$ cat src/rtl/mem_access_unit.sv
// mem_access_unit: multi-cycle data-memory access unit for the MEM stage.
// It runs one load or store at a time on a Wishbone-classic data bus.
// The bus may insert wait states; the pipeline is held while the access is in flight.
//
// Ports:
//   clk, rst                      clock, synchronous active-high reset
//   req_i, store_i, size_i,       access request from the MEM stage
//   unsigned_i, addr_i, wdata_i,  (the pipeline holds these stable while stall_req_o=1)
//   flush_i                       kills the access that is currently on the bus
//   stall_req_o                   pipeline hold request
//   done_o, rdata_o, bus_err_o    completion pulse, extended load data, timeout flag
//   adel_o, ades_o                misaligned load / store fault (combinational, in IDLE)
//   bus_*                         Wishbone-classic master interface
module mem_access_unit #(
    parameter int ADDR_W  = 32,
    parameter int DATA_W  = 32,
    parameter int TIMEOUT = 16
) (
    input  logic                  clk,
    input  logic                  rst,
    input  logic                  req_i,
    input  logic                  store_i,
    input  logic [1:0]            size_i,
    input  logic                  unsigned_i,
    input  logic [ADDR_W-1:0]     addr_i,
    input  logic [DATA_W-1:0]     wdata_i,
    input  logic                  flush_i,
    output logic                  stall_req_o,
    output logic                  done_o,
    output logic [DATA_W-1:0]     rdata_o,
    output logic                  adel_o,
    output logic                  ades_o,
    output logic                  bus_err_o,
    output logic                  bus_cyc_o,
    output logic                  bus_stb_o,
    output logic                  bus_we_o,
    output logic [ADDR_W-1:0]     bus_addr_o,
    output logic [DATA_W/8-1:0]   bus_sel_o,
    output logic [DATA_W-1:0]     bus_dat_o,
    input  logic [DATA_W-1:0]     bus_dat_i,
    input  logic                  bus_ack_i
);

    localparam int SEL_W = DATA_W / 8;
    localparam int LB    = $clog2(SEL_W);

    typedef enum logic [1:0] {IDLE, BUS, DONE} state_t;

    // Keep the low 8n bits of an already lane-shifted word.
    // Then sign- or zero-extend them to DATA_W.
    function automatic logic [DATA_W-1:0] load_extend(input logic [DATA_W-1:0] v,
                                                      input logic [1:0]        size,
                                                      input logic              uns);
        logic [DATA_W-1:0] keep;
        logic              sign;
        case (size)
            2'b00:   begin keep = DATA_W'(8'hFF);         sign = v[7];  end
            2'b01:   begin keep = DATA_W'(16'hFFFF);      sign = v[15]; end
            2'b10:   begin keep = DATA_W'(32'hFFFF_FFFF); sign = v[31]; end
            default: begin keep = '1;                     sign = 1'b0;  end
        endcase
        return (v & keep) | ((sign && !uns) ? ~keep : '0);
    endfunction

    state_t             state_q, state_d;
    logic [7:0]         cnt_q, cnt_d;
    logic               err_q, err_d;
    logic               cyc_q, cyc_d;
    logic               we_q, we_d;
    logic [ADDR_W-1:0]  addr_q, addr_d;
    logic [SEL_W-1:0]   sel_q, sel_d;
    logic [DATA_W-1:0]  dat_q, dat_d;
    logic [DATA_W-1:0]  rdata_q, rdata_d;
    logic [1:0]         size_q, size_d;
    logic               uns_q, uns_d;
    logic [LB-1:0]      lane_q, lane_d;

    logic [LB-1:0]      lane;
    logic [LB-1:0]      align_mask;
    logic [SEL_W-1:0]   sel_base;
    logic [DATA_W-1:0]  wdat_rep;
    logic [DATA_W-1:0]  rd_shift;
    logic               misalign;
    logic               accept;
    logic               fault;

    assign lane = addr_i[LB-1:0];

    // Request decode: alignment mask, lane enables and store-data replication
    always_comb begin
        case (size_i)
            2'b00: begin
                align_mask = '0;
                sel_base   = SEL_W'(1'b1);
                wdat_rep   = {SEL_W{wdata_i[7:0]}};
            end
            2'b01: begin
                align_mask = LB'(1);
                sel_base   = SEL_W'(2'b11);
                wdat_rep   = {(SEL_W/2){wdata_i[15:0]}};
            end
            2'b10: begin
                align_mask = LB'(3);
                sel_base   = SEL_W'(4'hF);
                wdat_rep   = {(SEL_W/4){wdata_i[31:0]}};
            end
            default: begin
                align_mask = '1;
                sel_base   = '1;
                wdat_rep   = wdata_i;
            end
        endcase
        // A dword on a 32-bit bus is a size fault regardless of address.
        misalign = (|(lane & align_mask)) || ((size_i == 2'b11) && (DATA_W != 64));
    end

    assign accept   = (state_q == IDLE) && req_i && !flush_i && !misalign;
    assign fault    = (state_q == IDLE) && req_i && !flush_i && misalign;
    assign rd_shift = bus_dat_i >> {lane_q, 3'b000};

    // Next-state logic
    always_comb begin
        state_d = state_q;
        cnt_d   = cnt_q;
        err_d   = err_q;
        cyc_d   = cyc_q;
        we_d    = we_q;
        addr_d  = addr_q;
        sel_d   = sel_q;
        dat_d   = dat_q;
        rdata_d = rdata_q;
        size_d  = size_q;
        uns_d   = uns_q;
        lane_d  = lane_q;
        case (state_q)
            IDLE: begin
                if (accept) begin
                    state_d = BUS;
                    cyc_d   = 1'b1;
                    we_d    = store_i;
                    addr_d  = {addr_i[ADDR_W-1:LB], {LB{1'b0}}};
                    sel_d   = sel_base << lane;
                    dat_d   = wdat_rep;
                    cnt_d   = '0;
                    err_d   = 1'b0;
                    size_d  = size_i;
                    uns_d   = unsigned_i;
                    lane_d  = lane;
                end
            end
            BUS: begin
                // Flush beats a same-cycle ack; ack beats a same-cycle timeout.
                if (flush_i) begin
                    state_d = IDLE;
                    cyc_d   = 1'b0;
                end else if (bus_ack_i) begin
                    state_d = DONE;
                    cyc_d   = 1'b0;
                    if (!we_q) begin
                        rdata_d = load_extend(rd_shift, size_q, uns_q);
                    end
                end else if (cnt_q == 8'(TIMEOUT - 1)) begin
                    state_d = DONE;
                    cyc_d   = 1'b0;
                    err_d   = 1'b1;
                    rdata_d = '0;
                end else begin
                    cnt_d = cnt_q + 8'd1;
                end
            end
            DONE: begin
                state_d = IDLE;
                err_d   = 1'b0;
            end
            default: begin
                state_d = IDLE;
                cyc_d   = 1'b0;
            end
        endcase
    end

    always_ff @(posedge clk) begin
        if (rst) begin
            state_q <= IDLE;
            cnt_q   <= '0;
            err_q   <= 1'b0;
            cyc_q   <= 1'b0;
            we_q    <= 1'b0;
            addr_q  <= '0;
            sel_q   <= '0;
            dat_q   <= '0;
            rdata_q <= '0;
            size_q  <= '0;
            uns_q   <= 1'b0;
            lane_q  <= '0;
        end else begin
            state_q <= state_d;
            cnt_q   <= cnt_d;
            err_q   <= err_d;
            cyc_q   <= cyc_d;
            we_q    <= we_d;
            addr_q  <= addr_d;
            sel_q   <= sel_d;
            dat_q   <= dat_d;
            rdata_q <= rdata_d;
            size_q  <= size_d;
            uns_q   <= uns_d;
            lane_q  <= lane_d;
        end
    end

    assign stall_req_o = accept || (state_q == BUS);
    assign done_o      = (state_q == DONE);
    assign bus_err_o   = (state_q == DONE) && err_q;
    assign adel_o      = fault && !store_i;
    assign ades_o      = fault && store_i;
    assign rdata_o     = rdata_q;
    assign bus_cyc_o   = cyc_q;
    assign bus_stb_o   = cyc_q;
    assign bus_we_o    = we_q;
    assign bus_addr_o  = addr_q;
    assign bus_sel_o   = sel_q;
    assign bus_dat_o   = dat_q;

endmodule
$ cat config.mk
export PLATFORM = sky130hd
export DESIGN_NAME = mem_access_unit
export DESIGN_NICKNAME = d
export VERILOG_FILES = /design/src/rtl/mem_access_unit.sv
export SDC_FILE = /design/constraint.sdc
export NUM_CORES = 1
export LEC_CHECK = 0
export CAP_MARGIN = 20
export CORE_UTILIZATION = 40
export DETAILED_ROUTE_END_ITERATION = 10
export DONT_BUFFER_PORTS = 1
export PLACE_DENSITY_LB_ADDON = 0.05
export SETUP_SLACK_MARGIN = 0.2
export SLEW_MARGIN = 20
export SYNTH_ARGS = -nofsm -noshare
export SYNTH_HDL_FRONTEND = slang
export SYNTH_SLANG_ARGS = --single-unit
$ cat constraint.sdc
create_clock -name clk -period 3.15 [get_ports clk]
set_clock_uncertainty 0.2 [all_clocks]
set_input_delay 0.63 -clock clk [delete_from_list [all_inputs] [get_ports clk]]
set_output_delay 0.63 -clock clk [all_outputs]
set_load 0.01 [all_outputs]
==> flow_summary.json, run 1 <==
{
  "cts_buffer_depth": 2,
  "row_count": 40,
  "fin_util_pct": 47.5,
  "drt-total-wl_um": 13900,
  "antenna_found_initial": 0,
  "synthFlopType": "dfxtp_1",
  "worstMarginPinSlew_ns": 0.916,
  "drtAntennaViolNets": 0,
  "drt_iter0_markers": 314,
  "synth-edff-count": 0,
  "worstPathArrival_ns": 2.09,
  "clock_latency_ns": 0.41,
  "grt-ovfl-total": 0,
  "cts_sinks": 116,
  "ys_seq_area_share_pct": 45.7,
  "r2r-start": "cnt_q[0]",
  "io_pins": 213,
  "timing.hold.ws_ns": 0.0811,
  "post-route-drc-count": 0,
  "fin_nets": 680,
  "worstSetupPathType": "flop to primary output",
  "critPathSlowestCell": "or4b_2",
  "grt_max_degree": 88,
  "r2r_cells": 5,
  "rsz0062_at_grt": "false",
  "core_um2": 12200,
  "crit_chain": "or4b_2 > nor4b_1 > buf_4",
  "worstSetupStartpoint": "state_q[1]",
  "grt_pass1_wl_um": 21100,
  "cts_root_buf": "clkbuf_16",
  "synth.area.top_cells": "dfxtp_1 46%, nand2_1 10%, a21oi_1 7.7%",
  "cp-endpoint": "ades_o",
  "yosysWarnings": 0,
  "ctsResizeCount": 0,
  "fill_cells": 1231,
  "grt_pass1_vias": 3847,
  "worstSetupEndpointType": "primary output",
  "ir_worst_vdd_uv": 326,
  "power_density_nw_per_um2": 673,
  "synth_top_area_share_pct": 45.7,
  "hold_buffers": 0,
  "hold_viol_final": 0,
  "dieArea_um2": 13200,
  "start_util_pct": 41.6,
  "finalMaxSlewViolations": 0,
  "routabilityCongestion": 0.771,
  "syn_area_um2": 5080,
  "ys_async_sr_fraction_pct": 0,
  "max_stage_delay_ns": 0.74,
  "avgSynthCellArea_um2": 8.55,
  "post_cts_buffers": 0,
  "grt_usage_pct": 21.1,
  "setup_violations": 0,
  "crit_required_ns": 2.32,
  "vias": 4167,
  "first_pass_iters": 4,
  "area_growth_pct": 14.2,
  "crit_fanout": 6,
  "p_leak_nw": 2.04,
  "period_needed_ns": 2.92,
  "tns_ns": 0,
  "start_kind": "flop",
  "h-tree-depth": 4,
  "ys_types": 50,
  "hp-class": "input pin to flop",
  "fin_crit_sh_pct": 92.6,
  "cts_tree": "yes",
  "maxSlewHeadroom_pct": 38.9,
  "finalPower_mw": 3.90,
  "drive_gt1_share_pct": 10.7,
  "vias_per_cell": 5.52,
  "synth_largest_area_cell": "dfxtp_1",
  "clkTransAtPathRegs_ns": 0.05,
  "outcome": "complete, no violations",
  "wl_per_cell_um": 18.4,
  "die_h_um": 115,
  "placed_area_um2": 5140,
  "maxCapViolations": 0,
  "dpl.hpwl_um": 9660,
  "r2r-end": "rdata_o[29]",
  "syn_inst": 594,
  "io_buffers": 0,
  "ys_ff_latch": 116,
  "ff2ff_setup_slack_ns": 0.75,
  "postLayoutCellArea_um2": 5800,
  "diodes": 0,
  "numCtsBuffers": 17,
  "die_w_um": 115,
  "fmax_mhz": 343
}
worst min path at each step:
stage / cells past startpoint / to / startpoint / slack, ns
after floorplan: 2 / err_q / err_q / 0.23
after global placement: 2 / cnt_q[1] / cnt_q[1] / 0.27
after detailed placement: 2 / err_q / err_q / 0.28
after CTS: 1 / bus_addr_o[10] / rst / 0.07
after global routing: 1 / bus_addr_o[13] / rst / 0.07
final: 1 / bus_addr_o[10] / rst / 0.08
critical path, delay by kind of cell, from the launching register on:
kind / cells / cell delay [ns]
flops: 1 / 0.37
simple gates: 2 / 1.11
buf+inv: 1 / 0.20
layout by cell type (no fill, tap or decap), types with 4 or more instances in the layout:
cell type / Yosys / final
dfxtp_1: 116 / 116
nor3_1: 4 / 4
nor2_1: 40 / 40
mux2i_1: 34 / 34
a311oi_1: 9 / 9
o21ai_0: 19 / 19
a221o_1: 6 / 6
o2111ai_1: 7 / 7
a211o_1: 8 / 8
o211ai_1: 8 / 8
xnor2_1: 7 / 7
clkbuf_16: 0 / 17
a211oi_1: 12 / 12
bufinv_16: 0 / 5
nand2_1: 137 / 137
buf_4: 6 / 10
mux2_2: 8 / 8
clkinvlp_4: 0 / 4
a22o_1: 8 / 8
a21oi_1: 78 / 78
nand3_1: 4 / 4
kinds of logic after synthesis:
logic type               count (synthesis)  share of synthesized area (%)
multiplexers                            42                           8.47
XOR/XNOR                                 7                           1.21
other                                    1                         0.0738
AND/OR/NAND/NOR                        208                           17.7
buffers and inverters                   53                           4.90
AO/OA/AOI/OAI                          166                           21.7
adder cells (fa/ha/maj)                  1                          0.246
flip-flops                             116                           45.7
through the flow:
stage / setup WS [ns] / cells
detailed placement: 0.419 / 723
global route: 0.209 / 755
finish: 0.232 / 755
floorplan: 0.561 / 595
CTS: 0.215 / 755
global placement: 0.484 / 723
final cells by class:
| class | instances | area, µm² | area share [%] |
|---|---|---|---|
| multi-input combinational | 426 | 2520 | 43.5 |
| sequential | 116 | 2320 | 40.0 |
| clock buffer | 19 | 453 | 7.81 |
| tap | 168 | 210 | 3.62 |
| clock inverter | 13 | 204 | 3.52 |
| timing repair buffer | 10 | 75.1 | 1.29 |
| inverter | 3 | 11.3 | 0.194 |
metal layers:
metal / global-route usage (%) / wire (µm) / share of wire (%) / vias up
met5: 0 / 0 / 0 / -
met4: 9.18 / 232 / 1.7 / 0
li1: - / - / - / 2047
met3: 7.52 / 1310 / 9.4 / 15
met2: 31.3 / 6300 / 45 / 185
met1: 27.5 / 6080 / 44 / 1920
synthesized netlist by cell type (3+ instances only):
library cell  instances
o2111ai_1             7
o211ai_1              8
a21oi_1              78
a211o_1               8
dfxtp_1             116
buf_4                 6
a221o_1               6
o21ai_0              19
buf_1                 6
a22o_1                8
mux2_2                8
nor2_1               40
a311oi_1              9
buf_2                10
a211oi_1             12
nand2_1             137
and2_1                3
xnor2_1               7
mux2i_1              34
nor3_1                4
nor2b_1               3
clkbuf_1             26
nand3_1               4
state kept, by name, indices dropped and copies added (netlist names), 2 cells and up:
name        count
state_q         2
bus_addr_o     30
size_q          2
bus_dat_o      32
rdata_o        32
bus_sel_o       4
cnt_q           8
lane_q          2
where the power goes:
group | total, mW | internal [mW] | switching (mW)
clock network | 2.15 | 1.44 | 0.705
registers | 1.56 | 1.51 | 0.0523
logic | 0.192 | 0.0792 | 0.112
total | 3.90 | 3.03 | 0.870
Power figures use the tool's default switching activity.
==> run 2, diff against run 1 <==
ABC_AREA = 1   (was not set)
==> run 2 against run 1 <==
- cell count grew 24%
- worst hold slack gained 0.013 ns
- maximum frequency grew 20%
- clock power shrank 8%
- critical path depth grew 3
- via count grew 19%
- non-clock buffer count shrank 2
- critical path type unchanged
- critical endpoint is now adel_o
- largest cell class unchanged
==> flow_summary.json, run 2 <==
{
  "grt_pass1_wl_um": 24100,
  "synth-edff-count": 0,
  "dieArea_um2": 14100,
  "drt_iter0_markers": 294,
  "io_pins": 213,
  "avgSynthCellArea_um2": 7.03,
  "maxSlewHeadroom_pct": 42.9,
  "grt-ovfl-total": 0,
  "core_um2": 13200,
  "h-tree-depth": 4,
  "critPathBufInv": 2,
  "clkTransAtPathRegs_ns": 0.05,
  "rsz0062_at_grt": "false",
  "die_w_um": 119,
  "yosysWarnings": 0,
  "vias_per_cell": 5.31,
  "syn_area_um2": 5440,
  "p_int_mw": 2.94,
  "yosys-top-cells-count": "179 x nand2_1, 116 x dfxtp_1, 104 x a21oi_1",
  "drive_gt1_share_pct": 9.38,
  "switching_power_uw": 901,
  "synth_largest_area_cell": "dfxtp_1",
  "crit_required_ns": 2.32,
  "pwr-share-clk_pct": 51.7,
  "critPathSlowestCell": "dfxtp_1",
  "post-route-drc-count": 0,
  "area_growth_pct": 10.9,
  "start_util_pct": 41.0,
  "clock_latency_ns": 0.41,
  "critPathTopFamily": "simple AND/OR/NAND/NOR gates",
  "outcome": "complete, no violations",
  "ys_seq_area_share_pct": 42.7,
  "crit_fanout": 6,
  "post_cts_buffers": 0,
  "worstSetupEndpointType": "primary output",
  "power_switching_share_pct": 23.5,
  "hp-class": "input pin to flop",
  "worstMarginPinSlew_ns": 0.852,
  "seq_area_um2": 2320,
  "setup_violations": 0,
  "postLayoutCellArea_um2": 6030,
  "placed_area_um2": 5410,
  "wl_per_cell_um": 16.2,
  "drtAntennaViolNets": 0,
  "dpl.hpwl_um": 10600,
  "final_cell_mix": "179 x nand2_1, 116 x dfxtp_1, 104 x a21oi_1",
  "maxCapViolations": 0,
  "ys_ff_latch": 116,
  "ys_types": 36,
  "final_common_cell": "nand2_1",
  "combPwrFrac_pct": 7.1,
  "grt_max_degree": 70,
  "max_stage_delay_ns": 0.36,
  "power_density_nw_per_um2": 637,
  "ctsResizeCount": 0,
  "cts_tree": "yes",
  "synth_top_area_share_pct": 42.7,
  "worstSetupPathType": "flop to primary output",
  "fin_cells": 933,
  "synth_most_common_cell": "nand2_1",
  "crit_chain": "inv_2 > nand2_1 > nor2_2 > inv_1 > or2_2 > nor2_1",
  "cts_root_buf": "clkbuf_16",
  "grt_usage_pct": 21.7,
  "row_count": 42,
  "fin_crit_sh_pct": 77.3,
  "synthFlopType": "dfxtp_1",
  "hold_viol_final": 0,
  "fin_nets": 850,
  "p_seq_share_pct": 41.3,
  "antenna_found_initial": 0,
  "fill_cells": 1400,
  "fmax_mhz": 411,
  "finalPower_mw": 3.84,
  "ir_worst_vdd_uv": 340,
  "period_needed_ns": 2.43,
  "syn_inst": 773,
  "diodes": 0,
  "start_kind": "flop",
  "p_leak_nw": 2.32,
  "cts_buffer_depth": 2,
  "numCtsBuffers": 17,
  "ys_async_sr_fraction_pct": 0,
  "finalMaxSlewViolations": 0,
  "io_buffers": 0,
  "die_h_um": 119,
  "dpl_worst_slack_ns": 0.625,
  "cts_sinks": 116,
  "vias": 4958,
  "tns_ns": 0,
  "placedCellCount": 901,
  "grt_pass1_vias": 4705,
  "routabilityCongestion": 0.889,
  "first_pass_iters": 5,
  "hold_buffers": 0,
  "drt-total-wl_um": 15100,
  "worst_slack_ns": 0.716,
  "multi_input_area_um2": 2610,
  "synth.area.top_cells": "dfxtp_1 43%, nand2_1 12%, a21oi_1 9.6%",
  "worstPathArrival_ns": 1.60
}
-- run 2: changes by cell type after synthesis, moves of 14 or more --
cell,delta
nor2_1,+53
o21ai_0,+51
nand2_1,+42
inv_1,+40
mux2i_1,-34
a21oi_1,+26
nand3_1,+25
a31oi_1,+14
-- run 2: worst paths after layout --
check	start	cells after the start	slack [ns]	endpoint
min reg2reg	uns_q	2	0.30	uns_q
max	state_q[0]	6	0.72	adel_o
max reg2reg	lane_q[1]	8	0.78	rdata_o[9]
min	rst	1	0.09	state_q[0]
-- run 2: logic make-up after synthesis --
kind of cell               count (synthesis)  share of synthesized area (%)
AOI/OAI and AO/OA                        226                           22.9
xor gates and xnor gates                   1                          0.161
adders and majority gates                  1                          0.230
buffers and inverters                    107                           9.35
DFF                                      116                           42.7
other                                      1                         0.0690
and+or+nand+nor                          321                           24.6
-- run 2: layout make-up --
type                       count  share of cell area, %
inverter                      50                   3.11
sequential                   116                   38.5
multi-input combinational    551                   43.3
timing repair buffer           8                   1.20
clock inverter                 8                   2.03
clock buffer                  24                   8.16
tap                          176                   3.65
-- run 2: through the flow --
stage	hold WS [ns]	util (%)
finish	0.0937	45.5
CTS	0.0696	45.5
global route	0.0798	45.5
global placement	0.277	40.9
detailed placement	0.293	40.9
floorplan	0.256	-
-- run 2: power by group through the flow --
stage	clock [mW]	sequential (mW)	combinational, mW
5_1_grt	2.09	1.59	0.315
4_1_cts	2.03	1.58	0.273
3_3_place_gp	0	1.61	0.269
3_5_place_dp	0	1.62	0.273
2_1_floorplan	0	1.60	0.260
6_report	1.98	1.58	0.272
-- run 2: metal layers --
layer | vias up | part of all wire (%) | GRT usage, %
li1 | 2486 | - | -
met1 | 2266 | 42 | 25.8
met2 | 188 | 46 | 34.8
met3 | 18 | 11 | 8.64
met4 | 0 | 1.4 | 8.31
met5 | - | 0 | 0
==> run 3, diff against run 2 <==
ABC_AREA = 0   (was 1)
clock period = 2.3 ns   (was 3.15 ns; I/O delays follow)
==> run 3 against run 2 <==
- the run now ends with negative hold slack, negative setup slack left
- cell area is 2.9% higher
- global-route usage up 0.34 points
- clock-buffer cell count stayed put
- combinational power rose by 17%
- core utilization grew 5.3 points
- die area is 6.4% lower
- sequential cell count stayed put
- total power is 39% higher
- critical path type unchanged
- critical endpoint is now ades_o
- largest power group unchanged
==> flow_summary.json, run 3 (synthesis results as in run 1) <==
{
  "outcome": "complete, but fails checks",
  "violations": "negative hold slack, negative setup slack",
  "worstSetupPathType": "flop to primary output",
  "p_leak_nw": 2.19,
  "grt_usage_pct": 22.0,
  "hold_buffers": 8,
  "cts_sinks": 116,
  "worstPathArrival_ns": 1.75,
  "drtAntennaViolNets": 0,
  "vias": 4334,
  "setup_violations": 2,
  "numCtsBuffers": 17,
  "dieArea_um2": 13200,
  "pwr-share-clk_pct": 53.8,
  "row_count": 40,
  "period_needed_ns": 2.41,
  "clock_latency_ns": 0.41,
  "grt_max_degree": 88,
  "cts_root_buf": "clkbuf_16",
  "timing.hold.ws_ns": -0.0946,
  "combPwrFrac_pct": 6.0,
  "r2r_cells": 7,
  "crit_fanout": 6,
  "worstSetupEndpointType": "primary output",
  "maxCapViolations": 0,
  "drive_gt1_share_pct": 17.2,
  "crit_required_ns": 1.64,
  "worstMarginPinSlew_ns": 0.647,
  "rsz0062_at_grt": "true",
  "h-tree-depth": 4,
  "dpl_worst_slack_ns": 0.0112,
  "finalMaxSlewViolations": 0,
  "hp-class": "input pin to flop",
  "die_w_um": 115,
  "cts_buffer_depth": 2,
  "fin_crit_sh_pct": 105,
  "die_h_um": 115,
  "min_path_cells": 1,
  "grt_pass1_wl_um": 22100,
  "routabilityCongestion": 0.794,
  "cts_tree": "yes",
  "grt_pass1_vias": 4143,
  "final_common_cell": "nand2_1",
  "switching_power_mw": 1.16,
  "finalPower_mw": 5.32,
  "grt-ovfl-total": 0,
  "maxSlewHeadroom_pct": 56.7,
  "start_util_pct": 41.6,
  "worst_slack_ns": -0.106,
  "ir_worst_vdd_uv": 482,
  "antenna_found_initial": 0,
  "wl_per_cell_um": 19.0,
  "power_switching_share_pct": 21.8,
  "io_pins": 213,
  "final_cell_mix": "134 x nand2_1, 113 x dfxtp_1, 75 x a21oi_1",
  "io_buffers": 0,
  "ff2ff_setup_slack_ns": 0.22,
  "first_pass_iters": 4,
  "diodes": 0,
  "clkTransAtPathRegs_ns": 0.06,
  "p_seq_share_pct": 40.2,
  "dpl.hpwl_um": 10100,
  "drt_iter0_markers": 223,
  "vias_per_cell": 5.56,
  "p_int_mw": 4.16,
  "fmax_mhz": 416,
  "hold_viol_final": 83,
  "post-route-drc-count": 0,
  "drt-total-wl_um": 14800,
  "start_kind": "flop",
  "core_um2": 12200,
  "fin_nets": 705,
  "area_growth_pct": 22.1,
  "power_density_nw_per_um2": 859
}
run 3: changes by cell type in the layout (fill, tap and decap cells not counted), moves of 9 or more:
cell      delta
a21oi_1     -29
a311oi_1     +9
a31oi_1     -14
buf_4       +12
inv_1       -40
mux2i_1     +33
nand2_1     -45
nand3_1     -25
nor2_1      -59
o21ai_0     -52
o21ai_1     -11
run 3: path summary, 6_finish.rpt:
check / endpoint / start
hold / removal: state_q[0] / rst
setup reg to reg: rdata_o[29] / state_q[0]
hold reg to reg: err_q / err_q
setup / recovery: ades_o / state_q[1]
run 3: final cells by class:
cell class              instances  area, µm²
multi-input cells             426       2650
fillers                      1207       6010
clock buffers                  24        502
repair buffers                 35        352
well taps                     168        210
clock inverters                 8        145
flip-flops and latches        116       2330
inverters                       3       11.3
run 3: power groups by stage:
stage / sequential [mW] / clock, mW / combinational, mW
final: 2.14 / 2.87 / 0.318
after global routing: 2.14 / 3.00 / 0.353
after CTS: 2.14 / 2.92 / 0.303
after detailed placement: 2.18 / 0 / 0.282
after global placement: 2.18 / 0 / 0.273
after floorplan: 2.17 / 0 / 0.259
run 3: repair_timing:
action / CTS / global route
gates resized for setup: 16 / 29
setup buffers: 2 / 2
setup endpoints to repair: 26 / 57
gates cloned: 0 / 2
hold endpoints to repair: 91 / 83
pin swaps: 3 / 4
run 3: critical path, stage by stage (launching register included):
cell	delay, ns
dfxtp_4	0.36
or4b_4	0.53
nor4b_2	0.28
buf_4	0.16
run 3: per-stage QoR:
stage          setup TNS (ns)  util [%]  hold slack (ns)  instances  area, µm²
6_report               -0.209      50.8          -0.0946        780       6200
5_1_grt                -0.363      50.8           -0.115        780       6200
4_1_cts                -0.238      49.5           -0.109        776       6050
3_5_place_dp                0      43.1            0.242        734       5260
3_3_place_gp                0      43.1            0.238        734       5260
2_1_floorplan               0         -            0.232        595       5100
run 3: routing by layer:
layer,up-vias,wire length [µm],track usage (%)
li1,2095,-,-
met1,2031,6210,27.2
met2,178,6890,33.7
met3,30,1350,8.42
met4,0,369,10.5
met5,-,0,0
